$ cat config.mk
export PLATFORM = sky130hd
export DESIGN_NAME = mem_port_arbiter
export DESIGN_NICKNAME = d
export VERILOG_FILES = /design/src/rtl/mem_port_arbiter_pkg.sv /design/src/rtl/mem_port_arbiter_checker.sv /design/src/rtl/mem_port_arbiter.sv
export SDC_FILE = /design/constraint.sdc
export NUM_CORES = 1
export LEC_CHECK = 0
export CAP_MARGIN = 20
export CORE_UTILIZATION = 45
export CTS_BUF_LIST = sky130_fd_sc_hd__clkbuf_8
export CTS_CLUSTER_SIZE = 30
export DETAILED_ROUTE_END_ITERATION = 16
export HOLD_SLACK_MARGIN = 0.15
export PLACE_DENSITY_LB_ADDON = 0.05
export SLEW_MARGIN = 20
export SYNTH_ARGS = -nofsm -noshare
export SYNTH_HDL_FRONTEND = slang
export SYNTH_SLANG_ARGS = --single-unit
$ cat constraint.sdc
create_clock -name clk -period 11.15 [get_ports clk]
set_input_delay 3.345 -clock clk [delete_from_list [all_inputs] [get_ports clk]]
set_output_delay 3.345 -clock clk [all_outputs]
set_load 0.02 [all_outputs]
$ cat src/rtl/mem_port_arbiter_pkg.sv
// Shared constants for the unified-memory port arbiter: FSM encoding, grant ids,
// default geometry and the round-robin pick used in IDLE.
package mem_port_arbiter_pkg;

  typedef enum logic [1:0] {
    ST_IDLE  = 2'd0,
    ST_SERVE = 2'd1,
    ST_ACK   = 2'd2
  } state_e;

  localparam logic GNT_I = 1'b0;
  localparam logic GNT_D = 1'b1;

  localparam int RAM_SIZE_BIT_DEF = 8;
  localparam int INST_WORDS_DEF   = 32;
  localparam bit PROTECT_TEXT_DEF = 1'b1;

  // Round-robin: on contention the port that did not win last time goes first.
  function automatic logic pick_grant(input logic i_req, input logic d_req, input logic last_grant);
    logic gnt;
    if (i_req && d_req) begin
      gnt = (last_grant == GNT_I) ? GNT_D : GNT_I;
    end else if (d_req) begin
      gnt = GNT_D;
    end else begin
      gnt = GNT_I;
    end
    return gnt;
  endfunction

endpackage

$ cat src/rtl/mem_port_arbiter_checker.sv
// Combinational legality check of a latched request: range, alignment and
// (optionally) stores into the text region.
module mem_access_checker
  import mem_port_arbiter_pkg::*;
#(
  parameter int RAM_SIZE_BIT = RAM_SIZE_BIT_DEF,
  parameter int INST_WORDS   = INST_WORDS_DEF,
  parameter bit PROTECT_TEXT = PROTECT_TEXT_DEF
) (
  input  logic [31:0] addr,
  input  logic        we,
  output logic        err
);

  logic [31:0] high_s;
  logic [31:0] word_s;
  logic        out_of_range_s;
  logic        misaligned_s;
  logic        text_store_s;

  // Masks instead of part-selects keep the check valid for any RAM_SIZE_BIT.
  always_comb begin
    high_s         = addr >> (RAM_SIZE_BIT + 2);
    word_s         = (addr & ((32'd1 << (RAM_SIZE_BIT + 2)) - 32'd1)) >> 2;
    out_of_range_s = (high_s != 32'd0);
    misaligned_s   = (addr[1:0] != 2'b00);
    text_store_s   = PROTECT_TEXT && we && (word_s < 32'(INST_WORDS));
    err            = out_of_range_s | misaligned_s | text_store_s;
  end

endmodule

$ cat src/rtl/mem_port_arbiter.sv
// Arbitrates the single-port unified memory between fetch (I) and load/store (D)
// using an IDLE -> SERVE -> ACK transaction with round-robin grant.
module mem_port_arbiter
  import mem_port_arbiter_pkg::*;
#(
  parameter int RAM_SIZE_BIT = RAM_SIZE_BIT_DEF,
  parameter int INST_WORDS   = INST_WORDS_DEF,
  parameter bit PROTECT_TEXT = PROTECT_TEXT_DEF
) (
  input  logic        clk,
  input  logic        reset,
  input  logic        i_req,
  input  logic [31:0] i_addr,
  output logic        i_ack,
  output logic        i_err,
  output logic [31:0] i_rdata,
  input  logic        d_req,
  input  logic        d_we,
  input  logic [31:0] d_addr,
  input  logic [31:0] d_wdata,
  output logic        d_ack,
  output logic        d_err,
  output logic [31:0] d_rdata,
  output logic [31:0] mem_addr,
  output logic [31:0] mem_wdata,
  output logic        mem_read,
  output logic        mem_write,
  input  logic [31:0] mem_rdata,
  output logic        busy
);

  state_e      state_r, state_s;
  logic        start_s, grant_s, err_s;
  logic        winner_r, last_grant_r, we_r;
  logic [31:0] addr_r, wdata_r;
  logic        i_ack_r, i_err_r, d_ack_r, d_err_r, busy_r;
  logic [31:0] i_rdata_r, d_rdata_r;

  mem_access_checker #(
    .RAM_SIZE_BIT(RAM_SIZE_BIT),
    .INST_WORDS  (INST_WORDS),
    .PROTECT_TEXT(PROTECT_TEXT)
  ) u_checker (
    .addr(addr_r),
    .we  (we_r),
    .err (err_s)
  );

  // Next-state logic and arbitration.
  always_comb begin
    state_s = state_r;
    start_s = 1'b0;
    grant_s = pick_grant(i_req, d_req, last_grant_r);
    case (state_r)
      ST_IDLE: begin
        if (i_req || d_req) begin
          state_s = ST_SERVE;
          start_s = 1'b1;
        end else begin
          state_s = ST_IDLE;
        end
      end
      ST_SERVE: state_s = ST_ACK;
      ST_ACK:   state_s = ST_IDLE;
      default:  state_s = ST_IDLE;
    endcase
  end

  // FSM state register.
  always_ff @(posedge clk or posedge reset) begin
    if (reset) begin
      state_r <= ST_IDLE;
    end else begin
      state_r <= state_s;
    end
  end

  // Latch the winning request; fetches never write.
  always_ff @(posedge clk or posedge reset) begin
    if (reset) begin
      winner_r <= GNT_I;
      addr_r   <= 32'd0;
      wdata_r  <= 32'd0;
      we_r     <= 1'b0;
    end else if (start_s) begin
      winner_r <= grant_s;
      addr_r   <= (grant_s == GNT_I) ? i_addr : d_addr;
      wdata_r  <= (grant_s == GNT_I) ? 32'd0 : d_wdata;
      we_r     <= (grant_s == GNT_D) && d_we;
    end
  end

  // Completion: read-data capture at SERVE->ACK, ack/err pulses, grant history.
  always_ff @(posedge clk or posedge reset) begin
    if (reset) begin
      i_ack_r      <= 1'b0;
      i_err_r      <= 1'b0;
      d_ack_r      <= 1'b0;
      d_err_r      <= 1'b0;
      i_rdata_r    <= 32'd0;
      d_rdata_r    <= 32'd0;
      last_grant_r <= GNT_D;
      busy_r       <= 1'b0;
    end else begin
      i_ack_r <= 1'b0;
      i_err_r <= 1'b0;
      d_ack_r <= 1'b0;
      d_err_r <= 1'b0;
      busy_r  <= (state_s != ST_IDLE);
      if (state_r == ST_SERVE) begin
        if (winner_r == GNT_I) begin
          i_ack_r   <= 1'b1;
          i_err_r   <= err_s;
          i_rdata_r <= err_s ? 32'd0 : mem_rdata;
        end else begin
          d_ack_r <= 1'b1;
          d_err_r <= err_s;
          // A clean store leaves the last load value in place.
          if (err_s || !we_r) begin
            d_rdata_r <= err_s ? 32'd0 : mem_rdata;
          end
        end
      end
      if (state_r == ST_ACK) begin
        last_grant_r <= winner_r;
      end
    end
  end

  assign mem_addr  = addr_r;
  assign mem_wdata = wdata_r;
  assign mem_read  = (state_r == ST_SERVE) && !we_r && !err_s;
  assign mem_write = (state_r == ST_SERVE) && we_r && !err_s;
  assign i_ack     = i_ack_r;
  assign i_err     = i_err_r;
  assign i_rdata   = i_rdata_r;
  assign d_ack     = d_ack_r;
  assign d_err     = d_err_r;
  assign d_rdata   = d_rdata_r;
  assign busy      = busy_r;

endmodule

## Word-level counts from Yosys, hierarchy flattened

Cells that the tools add are included.

- $lt $le $gt $ge: 1
- Equality and inequality tests: 2
- Mux-type cells: 18
- Bitwise gates (word level): 3
- Reduce and logical (&&, ||, !) cells: 17

Operators by type and width:

| kind | number |
|---|---|
| $mux W32 | 3 |
| $reduce_bool A32 Y1 | 1 |
| $mux W1 | 14 |
| $lt A8 B6 Y1 const B | 1 |
| $logic_and A1 B1 Y1 | 7 |
| $pmux W2 S2 | 1 |
| $reduce_bool A2 Y1 | 2 |
| $reduce_and A3 Y1 | 1 |
| $eq A2 B1 Y1 const B | 1 |
| $eq A2 B2 Y1 const B | 1 |
| $logic_not A1 Y1 | 2 |
| $logic_not A2 Y1 | 1 |
| $logic_or A1 B1 Y1 | 2 |
| $or A1 B1 Y1 | 2 |
| $reduce_and A2 Y1 | 1 |
| $not A1 Y1 | 1 |

- Register bits after elaboration: 138
- Input bits: 133
- Output and inout port bits: 135
- Logic and storage cells: 54

## Logic depth before layout (Yosys ltp)

- Word-level depth: 5
- Gate-level depth with buffers: 8
- Mapped depth without buffers: 6

## By module

A second synthesis with hierarchy kept.

- Cell total of the unflattened synthesis: 446
- Area, all modules: 6049.6 sq um

By module, submodules not included:

| module | times used | cells each | area an instance (sq um) | seq. area each (sq um) |
|---|---|---|---|---|
| mem_port_arbiter | 1 | 436 | 5962.0 | 3454.6 |
| mem_access_checker | 1 | 10 | 87.6 | 0.0 |

## Worst setup path before layout

No wires, ideal clock.

- Kind: flip-flop to output port
- From: reg addr_r[1], in the netlist mem_addr[1]
- To: out mem_write
- Arrival: 1.890 ns
- Data required time: 7.805 ns
- Path slack: 5.915 ns
- Cell stages (with the launch flop): 6
- Buffers on the path: 1
- Cells stage by stage: dfrtp_1 > nor4_4 > and4_2 > nand3_1 > clkbuf_1 > nor3_1

- Longest elaborated chain between the ends: 5

RTL lines:

| what | RTL line | text |
|---|---|---|
| start, declared | mem_port_arbiter.sv:35 | `logic [31:0] addr_r, wdata_r;` |
| start signal, assigned | mem_port_arbiter.sv:87 | `addr_r <= (grant_s == GNT_I) ? i_addr : d_addr;` |
| $reduce_bool A2 Y1 | mem_port_arbiter_checker.sv:26 | `misaligned_s = (addr[1:0] != 2'b00);` |
| $or A1 B1 Y1 (2 in a row) | mem_port_arbiter_checker.sv:28 | `err = out_of_range_s \| misaligned_s \| text_store_s;` |
| $logic_not A1 Y1 | mem_port_arbiter.sv:133 | `assign mem_write = (state_r == ST_SERVE) && we_r && !err_s;` |
| $logic_and A1 B1 Y1 | mem_port_arbiter.sv:133 |  |
| end, declared | mem_port_arbiter.sv:27 | `output logic mem_write,` |

No other way between the ends.

## Worst setup path after layout

- From: reg addr_r[18], in the netlist mem_addr[18]
- To: out mem_write

- Longest elaborated chain between the ends: 5

RTL lines:

| what | RTL line | text |
|---|---|---|
| $reduce_bool A32 Y1 | mem_port_arbiter_checker.sv:25 | `out_of_range_s = (high_s != 32'd0);` |
| $or A1 B1 Y1 (2 in a row) | mem_port_arbiter_checker.sv:28 |  |
| $logic_not A1 Y1 | mem_port_arbiter.sv:133 |  |
| $logic_and A1 B1 Y1 | mem_port_arbiter.sv:133 |  |

No other way between the ends.

==> impl_metrics.prom <==
# TYPE chip_impl_metric gauge
chip_impl_info{name="path_cells",value="nor4_1, and2_1, nand3_1, buf_4, nor3_1, clkdlybuf4s50_1"} 1
chip_impl_metric{name="post_route_core_utilization",unit="%"} 74.2
chip_impl_metric{name="clkPwrFrac",unit="%"} 20.0
chip_impl_metric{name="route.detailed.drc",unit=""} 0
chip_impl_metric{name="vias",unit=""} 4612
chip_impl_metric{name="final_cell_count_no_fill",unit=""} 881
chip_impl_metric{name="gpl_wtd_cong",unit=""} 0.802
chip_impl_metric{name="hold_violations",unit=""} 0
chip_impl_metric{name="grt_antenna_before_repair",unit=""} 0
chip_impl_metric{name="finalSetupTns",unit="ps"} 0
chip_impl_metric{name="antenna-diode-count",unit=""} 0
chip_impl_metric{name="numPortBuffers",unit=""} 267
chip_impl_info{name="root_buffer",value="clkbuf_8"} 1
chip_impl_metric{name="clkLatencyLatePin",unit="ps"} 440
chip_impl_info{name="top_signal_layer_used",value="met4"} 1
chip_impl_metric{name="max_stage_delay",unit="ps"} 670
chip_impl_metric{name="detail_route.iter0.violations",unit=""} 276
chip_impl_metric{name="flow.area_growth_from_synthesis",unit="%"} 57.7
chip_impl_metric{name="finalNetCount",unit=""} 858
chip_impl_metric{name="fp.dieH",unit="µm"} 112
chip_impl_metric{name="tritoncts_num_sinks",unit=""} 138
chip_impl_metric{name="drt_pre_antenna_iters",unit=""} 4
chip_impl_metric{name="yosysSeqAreaShare",unit="%"} 63.0
chip_impl_info{name="worst_path_max_delay_cell",value="clkdlybuf4s50_1"} 1
chip_impl_info{name="final_cell_mix",value="clkdlybuf4s50_1 (267), dfrtp_1 (137), nand2_1 (100), a22o_1 (64), o21ai_1 (55)"} 1
chip_impl_metric{name="postSynth.asyncResetShare",unit="%"} 100
chip_impl_metric{name="floorplan.io_pins",unit=""} 268
chip_impl_metric{name="final-max-slew-violation-count",unit=""} 0
chip_impl_metric{name="design.die.area",unit="µm²"} 12600
chip_impl_metric{name="clkTransAtPathRegs",unit="ps"} 70
chip_impl_info{name="layout.cells.most_common",value="clkdlybuf4s50_1"} 1
chip_impl_metric{name="floorplan.rows",unit=""} 39
chip_impl_metric{name="drt-wirelength-per-cell",unit="µm"} 17.3
chip_impl_info{name="clock_tree_from_tritoncts",value="done"} 1
chip_impl_metric{name="wirelength_met1",unit="mm"} 5.99
chip_impl_metric{name="dp_cells",unit=""} 849
chip_impl_metric{name="ant_nets",unit=""} 0
chip_impl_metric{name="cts_repair_resize_count",unit=""} 0
chip_impl_metric{name="worstPathRequired",unit="ps"} 7810
chip_impl_metric{name="cts-root-to-sink-buffers",unit=""} 2
chip_impl_metric{name="worst-endpoint-arrival",unit="ps"} 2670
chip_impl_metric{name="cap_viol_max_count",unit=""} 0
chip_impl_metric{name="slew_at_the_pin_closest_to_its_max_slew_limit",unit="ps"} 919
chip_impl_info{name="critPathCaptureType",value="primary output"} 1
chip_impl_metric{name="placeableCoreArea",unit="µm²"} 11700
chip_impl_metric{name="fmax",unit="MHz"} 166
chip_impl_metric{name="pwr-share-comb",unit="%"} 41.7
chip_impl_metric{name="place_worst_setup_slack",unit="ps"} 5290
chip_impl_metric{name="seq_power_share",unit="%"} 38.4
chip_impl_metric{name="setup_slack",unit="ps"} 5140
chip_impl_metric{name="max-vdd-ir-drop",unit="mV"} 0.167
chip_impl_metric{name="relative_slew_slack",unit="%"} 38.7
chip_impl_metric{name="met2WireLength",unit="mm"} 7.86
chip_impl_metric{name="p_sw",unit="µW"} 730
chip_impl_metric{name="grt_first_pass_wirelength",unit="mm"} 24.5
chip_impl_metric{name="num_cts_buffers",unit=""} 17
chip_impl_info{name="critical_path_class",value="reg -> out"} 1
chip_impl_metric{name="design_power_total",unit="µW"} 1920
chip_impl_metric{name="cts_hold_repair.buffers",unit=""} 0
chip_impl_metric{name="postSynthNetCount",unit=""} 599
chip_impl_metric{name="cellPowerDensity",unit="nW/µm²"} 222
chip_impl_metric{name="globalRouteOverflowTotal",unit=""} 0
chip_impl_info{name="outcome",value="finished, final reports clean"} 1
chip_impl_info{name="worstHoldPathType",value="reg -> reg"} 1
chip_impl_metric{name="yosys_register_bits",unit=""} 138
chip_impl_metric{name="gr-usage-all-layers",unit="%"} 25.6
chip_impl_metric{name="yosys.cell_types.count",unit=""} 30
chip_impl_metric{name="dpl.hpwl",unit="mm"} 11.0
chip_impl_metric{name="yosysWarningCount",unit=""} 0
chip_impl_metric{name="synth_cells",unit=""} 466
chip_impl_metric{name="swShare",unit="%"} 37.9
chip_impl_metric{name="dr_wl_met3",unit="mm"} 1.07
chip_impl_metric{name="static-leakage-power",unit="µW"} 0.00373
chip_impl_info{name="dominantRegCellSynth",value="dfrtp_1"} 1
chip_impl_metric{name="path_max_fanout",unit=""} 34
chip_impl_metric{name="min_period_over_period",unit="%"} 53.9
chip_impl_metric{name="h-tree-depth",unit=""} 4
chip_impl_metric{name="postcts_setup_bufs",unit=""} 0
chip_impl_metric{name="setup_viol_count_final",unit=""} 0
chip_impl_metric{name="die-width",unit="µm"} 112
chip_impl_metric{name="drt_wl_total",unit="mm"} 15.2
chip_impl_info{name="rsz0062_at_grt",value="false"} 1
chip_impl_metric{name="vias_in_the_first_global_route",unit=""} 4762
chip_impl_metric{name="p_int",unit="µW"} 1190
chip_impl_metric{name="grt_max_degree",unit=""} 75
chip_impl_metric{name="initial_util",unit="%"} 47.0
chip_impl_info{name="worstSetupStartpointType",value="flip-flop"} 1
chip_impl_metric{name="detail_route.vias_per_cell",unit=""} 5.23
chip_impl_metric{name="final.setup_skew",unit="ps"} 8.06
chip_impl_metric{name="post_synth_instance_area",unit="µm²"} 5490
chip_impl_metric{name="synthesis.area_per_instance",unit="µm²"} 11.8
chip_impl_metric{name="final_layout_size_suffix_gt1_share",unit="%"} 7.72
chip_impl_metric{name="synth_edf_count",unit=""} 0
chip_impl_metric{name="final.min_clock_period",unit="ps"} 6010
[cell families (layout without fill, tap and decap cells)]
group                  count (synthesis)  count (layout)  synth area share [%]
flip-flops                           138             138                  63.0
AO/OA/AOI/OAI                        134             134                  17.1
AND/OR/NAND/NOR                      122             122                  10.6
buffers and inverters                 39             311                  3.26
multiplexers                          33              33                  6.04
[power groups by stage]
stage | registers (µW) | clock network [µW] | logic (µW)
after floorplan | 872 | 0 | 296
after global placement | 735 | 0 | 796
after detailed placement | 740 | 0 | 810
after CTS | 736 | 394 | 810
after global routing | 754 | 416 | 861
final | 738 | 384 | 801
[registers in the layout, indices dropped and copies added, names as in the netlist]
signal	cells
d_rdata	32
i_rdata	32
mem_addr	32
mem_wdata	32
state_r	2
busy	1
d_ack	1
d_err	1
i_ack	1
i_err	1
last_grant_r	1
we_r	1
winner_r	1
[synthesized netlist by cell type (2+ instances only)]
master | instances | area [µm²]
nand2_1 | 100 | 375
nor4_4 | 4 | 85.1
and2_1 | 3 | 18.8
buf_2 | 8 | 40.0
clkbuf_1 | 22 | 82.6
inv_1 | 2 | 7.51
mux2i_1 | 32 | 320
nor4_1 | 3 | 18.8
a22o_1 | 64 | 561
inv_2 | 3 | 11.3
dfrtp_1 | 137 | 3430
nand3_1 | 2 | 10.0
nand2b_1 | 2 | 12.5
nor3_1 | 2 | 10.0
buf_6 | 3 | 33.8
o21ai_0 | 10 | 50.1
o21ai_1 | 56 | 280
[stage by stage]
step | cell area [µm²] | hold slack, ps
6_report | 8650 | 488
3_5_place_dp | 8260 | 473
3_3_place_gp | 8260 | 465
5_1_grt | 8650 | 511
4_1_cts | 8650 | 490
2_1_floorplan | 5490 | 494
[layout make-up]
cell class	instances	area, µm²
Multi-Input combinational cell	289	1880
Clock inverter	11	96.3
Timing Repair Buffer	274	2730
Fill cell	844	3010
Inverter	5	23.8
Clock buffer	21	289
Sequential cell	138	3450
Tap cell	143	179
[per-layer routing]
layer / track usage [%] / vias to the layer above
met4: 8.71 / 0
met3: 8.64 / 22
met1: 30.2 / 2242
met2: 43.9 / 186
met5: 0 / -
li1: - / 2162
[final timing paths]
kind	start	to	slack, ps	cells past startpoint
hold reg to reg	mem_addr[3]	mem_addr[3]	490	2
min in group asynchronous	reset	mem_wdata[14]	3360	2
setup / recovery	mem_addr[18]	mem_write	5140	6
max in group asynchronous	reset	mem_addr[0]	6470	3
setup reg to reg	mem_addr[18]	d_rdata[18]	9060	5
hold / removal	mem_addr[3]	mem_addr[3]	490	2
[critical path, delay by kind of cell, from the launching register on]
kind,cells,cell delay (ps)
buf+inv,2,920
simple gates,4,900
flops,1,400
(Power assumes the default switching activity.)
